[src/rtl/controller_reader_m.sv]
// Serial reader for NES-style game controllers. A rising edge on start_fetch
// (GPU frame start) runs one latch pulse followed by eight bit periods on a
// shared shift clock; each controller's data line is sampled once per bit and
// the assembled bytes are published to `buttons` atomically with fetch_done.
module controller_reader_m #(
  parameter int NUM_CONTROLLERS = 2,
  parameter int HALF_PERIOD     = 76
) (
  input  logic                         clk_12_5875,
  input  logic                         rst,
  input  logic                         start_fetch,
  input  logic [NUM_CONTROLLERS-1:0]   controller_data_in,
  output logic                         controller_latch,
  output logic                         controller_clk,
  output logic [8*NUM_CONTROLLERS-1:0] buttons,
  output logic                         busy,
  output logic                         fetch_done
);

  localparam int PW = $clog2(HALF_PERIOD * 2);
  localparam logic [PW-1:0] LATCH_LAST = PW'(2 * HALF_PERIOD - 1);
  localparam logic [PW-1:0] HALF_LAST  = PW'(HALF_PERIOD - 1);

  typedef enum logic [2:0] {
    IDLE,
    LATCH,
    LOW,
    HIGH,
    DONE
  } state_t;

  state_t                              state;
  logic [PW-1:0]                       phase;
  logic [2:0]                          bit_cnt;
  logic [NUM_CONTROLLERS-1:0]          data_sync_p0;
  logic [NUM_CONTROLLERS-1:0]          data_sync_p1;
  logic                                start_prev;
  logic                                start_rise;
  logic [NUM_CONTROLLERS-1:0][7:0]     shreg;
  logic [NUM_CONTROLLERS-1:0][7:0]     shift_next;

  // Two-flop synchroniser for the asynchronous controller pads.
  always_ff @(posedge clk_12_5875 or posedge rst) begin
    if (rst) begin
      data_sync_p0 <= '0;
      data_sync_p1 <= '0;
    end else begin
      data_sync_p0 <= controller_data_in;
      data_sync_p1 <= data_sync_p0;
    end
  end

  // Registered rising-edge detect; history resets high so a level already
  // present at reset release is not mistaken for a new frame start.
  always_ff @(posedge clk_12_5875 or posedge rst) begin
    if (rst) begin
      start_prev <= 1'b1;
      start_rise <= 1'b0;
    end else begin
      start_prev <= start_fetch;
      start_rise <= start_fetch & ~start_prev;
    end
  end

  // Next shift-register contents: pad data is active-low, stored active-high,
  // MSB first so the first bit received ends up in bit 7.
  always_comb begin
    shift_next = shreg;
    for (int n = 0; n < NUM_CONTROLLERS; n++) begin
      shift_next[n] = {shreg[n][6:0], ~data_sync_p1[n]};
    end
  end

  // Fetch sequencer with registered outputs.
  always_ff @(posedge clk_12_5875 or posedge rst) begin
    if (rst) begin
      state            <= IDLE;
      phase            <= '0;
      bit_cnt          <= '0;
      shreg            <= '0;
      buttons          <= '0;
      controller_latch <= 1'b0;
      controller_clk   <= 1'b0;
      busy             <= 1'b0;
      fetch_done       <= 1'b0;
    end else begin
      fetch_done <= 1'b0;
      case (state)
        IDLE: begin
          phase   <= '0;
          bit_cnt <= '0;
          if (start_rise) begin
            state            <= LATCH;
            controller_latch <= 1'b1;
            busy             <= 1'b1;
          end
        end
        LATCH: begin
          if (phase == LATCH_LAST) begin
            phase            <= '0;
            bit_cnt          <= '0;
            controller_latch <= 1'b0;
            state            <= LOW;
          end else begin
            phase <= phase + 1'b1;
          end
        end
        LOW: begin
          if (phase == HALF_LAST) begin
            phase <= '0;
            shreg <= shift_next;
            if (bit_cnt == 3'd7) begin
              buttons    <= shift_next;
              fetch_done <= 1'b1;
              state      <= DONE;
            end else begin
              controller_clk <= 1'b1;
              state          <= HIGH;
            end
          end else begin
            phase <= phase + 1'b1;
          end
        end
        HIGH: begin
          if (phase == HALF_LAST) begin
            phase          <= '0;
            bit_cnt        <= bit_cnt + 3'd1;
            controller_clk <= 1'b0;
            state          <= LOW;
          end else begin
            phase <= phase + 1'b1;
          end
        end
        DONE: begin
          phase <= '0;
          busy  <= 1'b0;
          state <= IDLE;
        end
        default: begin
          phase            <= '0;
          controller_latch <= 1'b0;
          controller_clk   <= 1'b0;
          busy             <= 1'b0;
          state            <= IDLE;
        end
      endcase
    end
  end

endmodule

[config.mk]
export PLATFORM = sky130hd
export DESIGN_NAME = controller_reader_m
export DESIGN_NICKNAME = d
export VERILOG_FILES = /design/src/rtl/controller_reader_m.sv
export SDC_FILE = /design/constraint.sdc
export NUM_CORES = 1
export LEC_CHECK = 0
export BUFFER_PORTS_ARGS = -buffer_cell sky130_fd_sc_hd__buf_2
export CORE_MARGIN = 3
export CORE_UTILIZATION = 40
export DETAILED_ROUTE_END_ITERATION = 10
export MAX_ROUTING_LAYER = met4
export PLACE_DENSITY_LB_ADDON = 0.25
export SLEW_MARGIN = 20
export SYNTH_ARGS = -nofsm -noshare
export SYNTH_HDL_FRONTEND = slang
export SYNTH_SLANG_ARGS = --single-unit
export TNS_END_PERCENT = 1
[constraint.sdc]
create_clock -name clk_12_5875 -period 3.45 [get_ports clk_12_5875]
set_input_delay 0.69 -clock clk_12_5875 [delete_from_list [all_inputs] [get_ports clk_12_5875]]
set_output_delay 0.69 -clock clk_12_5875 [all_outputs]
set_load 0.05 [all_outputs]
==> results_dict.tcl <==
set metrics [dict create \
    outcome "finished, final reports clean" \
    cts_setup_buffers 0 \
    cpPeakStageDelay_ps 800 \
    io_pins 25 \
    gp_congestion 0.810 \
    final_cell_mix "dfrtp_1, mux2_2, buf_2" \
    fillers 483 \
    p_per_area_nw_per_um2 479 \
    fin_ws_ps 1080 \
    antenna_cells 0 \
    cp.buffers_inverters 0 \
    first_global_vias 1342 \
    worstMarginPinSlew_ps 908 \
    io_buffers 24 \
    dieArea_sq_um 6380 \
    area_growth_pct 12.6 \
    grtUsageTotal_pct 12.7 \
    synth-compound-area-share_pct 5.56 \
    synthAdderAreaFrac_pct 1.72 \
    antenna_found_initial 0 \
    synth-xor-area-share_pct 2.41 \
    fin_crit_ps 2370 \
    finalSetupTns_ps 0 \
    fin_nets 197 \
    place_ws_ps 1050 \
    die_h_microns 79.9 \
    dr_total_vias 1291 \
    yosysUniqueCellTypes 36 \
    cts_root_buffer "clkbuf_8" \
    dr.pass1.iters 4 \
    drt_first_iter_violations 82 \
    cpMaxStageDelayCell "nand4_1" \
    grt_setup_unrepaired "false" \
    cts_tree "built" \
    cp_top_family "simple AND/OR/NAND/NOR gates" \
    postSynthAreaPerCell_sq_um 13.3 \
    syn_area_sq_um 2180 \
    hold_slack_ps 359 \
    final_hold_viol_count 0 \
    leakage_nw 1.26 \
    power_mw 1.18 \
    synth.mux.area_fraction_pct 14.6 \
    holdBufCountCts 0 \
    max_freq_ghz 0.423 \
    relSlewSlack_pct 39.3 \
    crit_chain "nor4b_4 -> nand4_1 -> mux2_1" \
    grt_pass1_wl_mm 6.14 \
    clk_latency_ps 310 \
    grt_overflow_total 0 \
    wl_mm 3.44 \
    coreArea_sq_um 5200 \
    wl_per_cell_microns 13.2 \
    grt_start_max_net_pins 55 \
    drive_gt1_share_pct 33.2 \
    hold_class "reg -> reg" \
    yosys.area_share.simple_pct 11.1 \
    slew_violations 0 \
    ys_seq_elements 54 \
    clockBufferDepth 2 \
    end_kind "flip-flop" \
    fin_crit_sh_pct 68.6 \
    syn_inst 164 \
    fin_cells 260 \
    peakVddDrop_mv 0.254 \
    skew_ps 13.6 \
    cts_sinks 54 \
    num_rows 26 \
    initial_core_util_pct 41.9 \
    cts_buffers 5 \
    maxCapViolations 0 \
    cp_data_required_time_ps 3660 \
    worstPathMaxFanout 17 \
    synth_top_family_by_area "multiplexers" \
    finalSetupViolations 0 \
    seq_area_frac_synth_pct 62.0 \
    htreeDepth 2 \
    dp_cells 252 \
    die_x_microns 79.9 \
    cts_resized 0 \
    syn-num-nets 172 \
    drc 0 \
    yosys_warnings 0 \
    layout.cells.most_common "dfrtp_1" \
    clk_pin_slew_ps 110 \
    dp.final_hpwl_mm 2.37 \
    start_kind "flip-flop" \
    critPathKind "reg -> reg" \
    via_per_inst 4.97 \
    ant_nets 0 \
    worstPathArrival_ps 2570 \
]
-- cell families after synthesis --
family          Yosys count
fa+ha+maj                 3
mux                      28
simple gates             42
buf+inv                  12
xor+xnor                  6
compound gates           19
flops                    54
-- final timing paths --
path	end	slack, ps	start	depth (start not counted)
max	buttons[11]$_DFFE_PP0P_	1080	phase[5]$_DFF_PP0_	3
min	data_sync_p1[0]$_DFF_PP0_	360	data_sync_p0[0]$_DFF_PP0_	0
max reg2reg	buttons[11]$_DFFE_PP0P_	1080	phase[5]$_DFF_PP0_	3
min reg2reg	data_sync_p1[0]$_DFF_PP0_	360	data_sync_p0[0]$_DFF_PP0_	0
max in group asynchronous	controller_clk$_DFFE_PP0P_	2400	rst	2
min in group asynchronous	buttons[7]$_DFFE_PP0P_	530	rst	2
-- where the power goes --
group | switching [mW] | internal (mW) | total [mW]
Combinational | 0.0559 | 0.0429 | 0.0988
Clock | 0.215 | 0.151 | 0.366
Sequential | 0.0432 | 0.668 | 0.711
Total | 0.314 | 0.861 | 1.18
-- final cells by class --
| type | instances | area (sq um) | share of cell area [%] |
|---|---|---|---|
| Clock inverter | 3 | 28.8 | 1.17 |
| Tap cell | 70 | 87.6 | 3.57 |
| Timing Repair Buffer | 25 | 128 | 5.20 |
| Multi-Input combinational cell | 98 | 771 | 31.4 |
| Inverter | 5 | 20.0 | 0.815 |
| Sequential cell | 54 | 1350 | 55.1 |
| Clock buffer | 5 | 68.8 | 2.80 |
-- metrics by stage --
| step | instance area, sq um | util, % |
|---|---|---|
| final | 2460 | 47.2 |
| after global routing | 2460 | 47.2 |
| after CTS | 2450 | 47.2 |
| after detailed placement | 2360 | 45.3 |
| after global placement | 2360 | 45.3 |
| after floorplan | 2180 | - |
-- synth_stat cells, drive strengths merged --
| master | count | area [sq um] |
|---|---|---|
| mux2 | 27 | 308 |
| nor2b | 5 | 31.3 |
| o21ai | 8 | 40.0 |
| buf | 5 | 31.3 |
| inv | 5 | 18.8 |
| o41ai | 1 | 8.76 |
| nand2 | 7 | 26.3 |
| nand2b | 2 | 12.5 |
| and2 | 1 | 6.26 |
| nor2 | 10 | 37.5 |
| and3b | 1 | 8.76 |
| or4 | 1 | 7.51 |
| o2bb2ai | 1 | 8.76 |
| a22o | 2 | 17.5 |
| nor4b | 1 | 23.8 |
| nor3b | 1 | 7.51 |
| dfstp | 1 | 26.3 |
| and3 | 3 | 18.8 |
| mux2i | 1 | 10.0 |
| dfrtp | 53 | 1330 |
| nand3 | 6 | 35.0 |
| o41a | 1 | 11.3 |
| a21oi | 5 | 25.0 |
| nor4 | 1 | 6.26 |
| xnor2 | 2 | 17.5 |
| a221o | 1 | 10.0 |
| ha | 3 | 37.5 |
| clkbuf | 2 | 8.75 |
| nand3b | 1 | 7.51 |
| xor2 | 4 | 35.0 |
| nand4 | 2 | 12.5 |
-- metal layers --
metal / GRT usage [%] / wire length (microns) / vias up
met5: - / 0 / -
met4: 4.73 / 55 / 0
met3: 3.27 / 134 / 6
met2: 20.4 / 1700 / 19
met1: 15.6 / 1550 / 650
li1: - / - / 616
-- sequential cells by signal, summed over array words and instances (netlist names) --
signal,cells
phase,8
state,3
bit_cnt,3
busy,1
buttons,16
shift_next,14
controller_latch,1
data_sync_p1,2
controller_clk,1
data_sync_p0,2
fetch_done,1
start_rise,1
start_prev,1
Power figures use the tool's default switching activity.
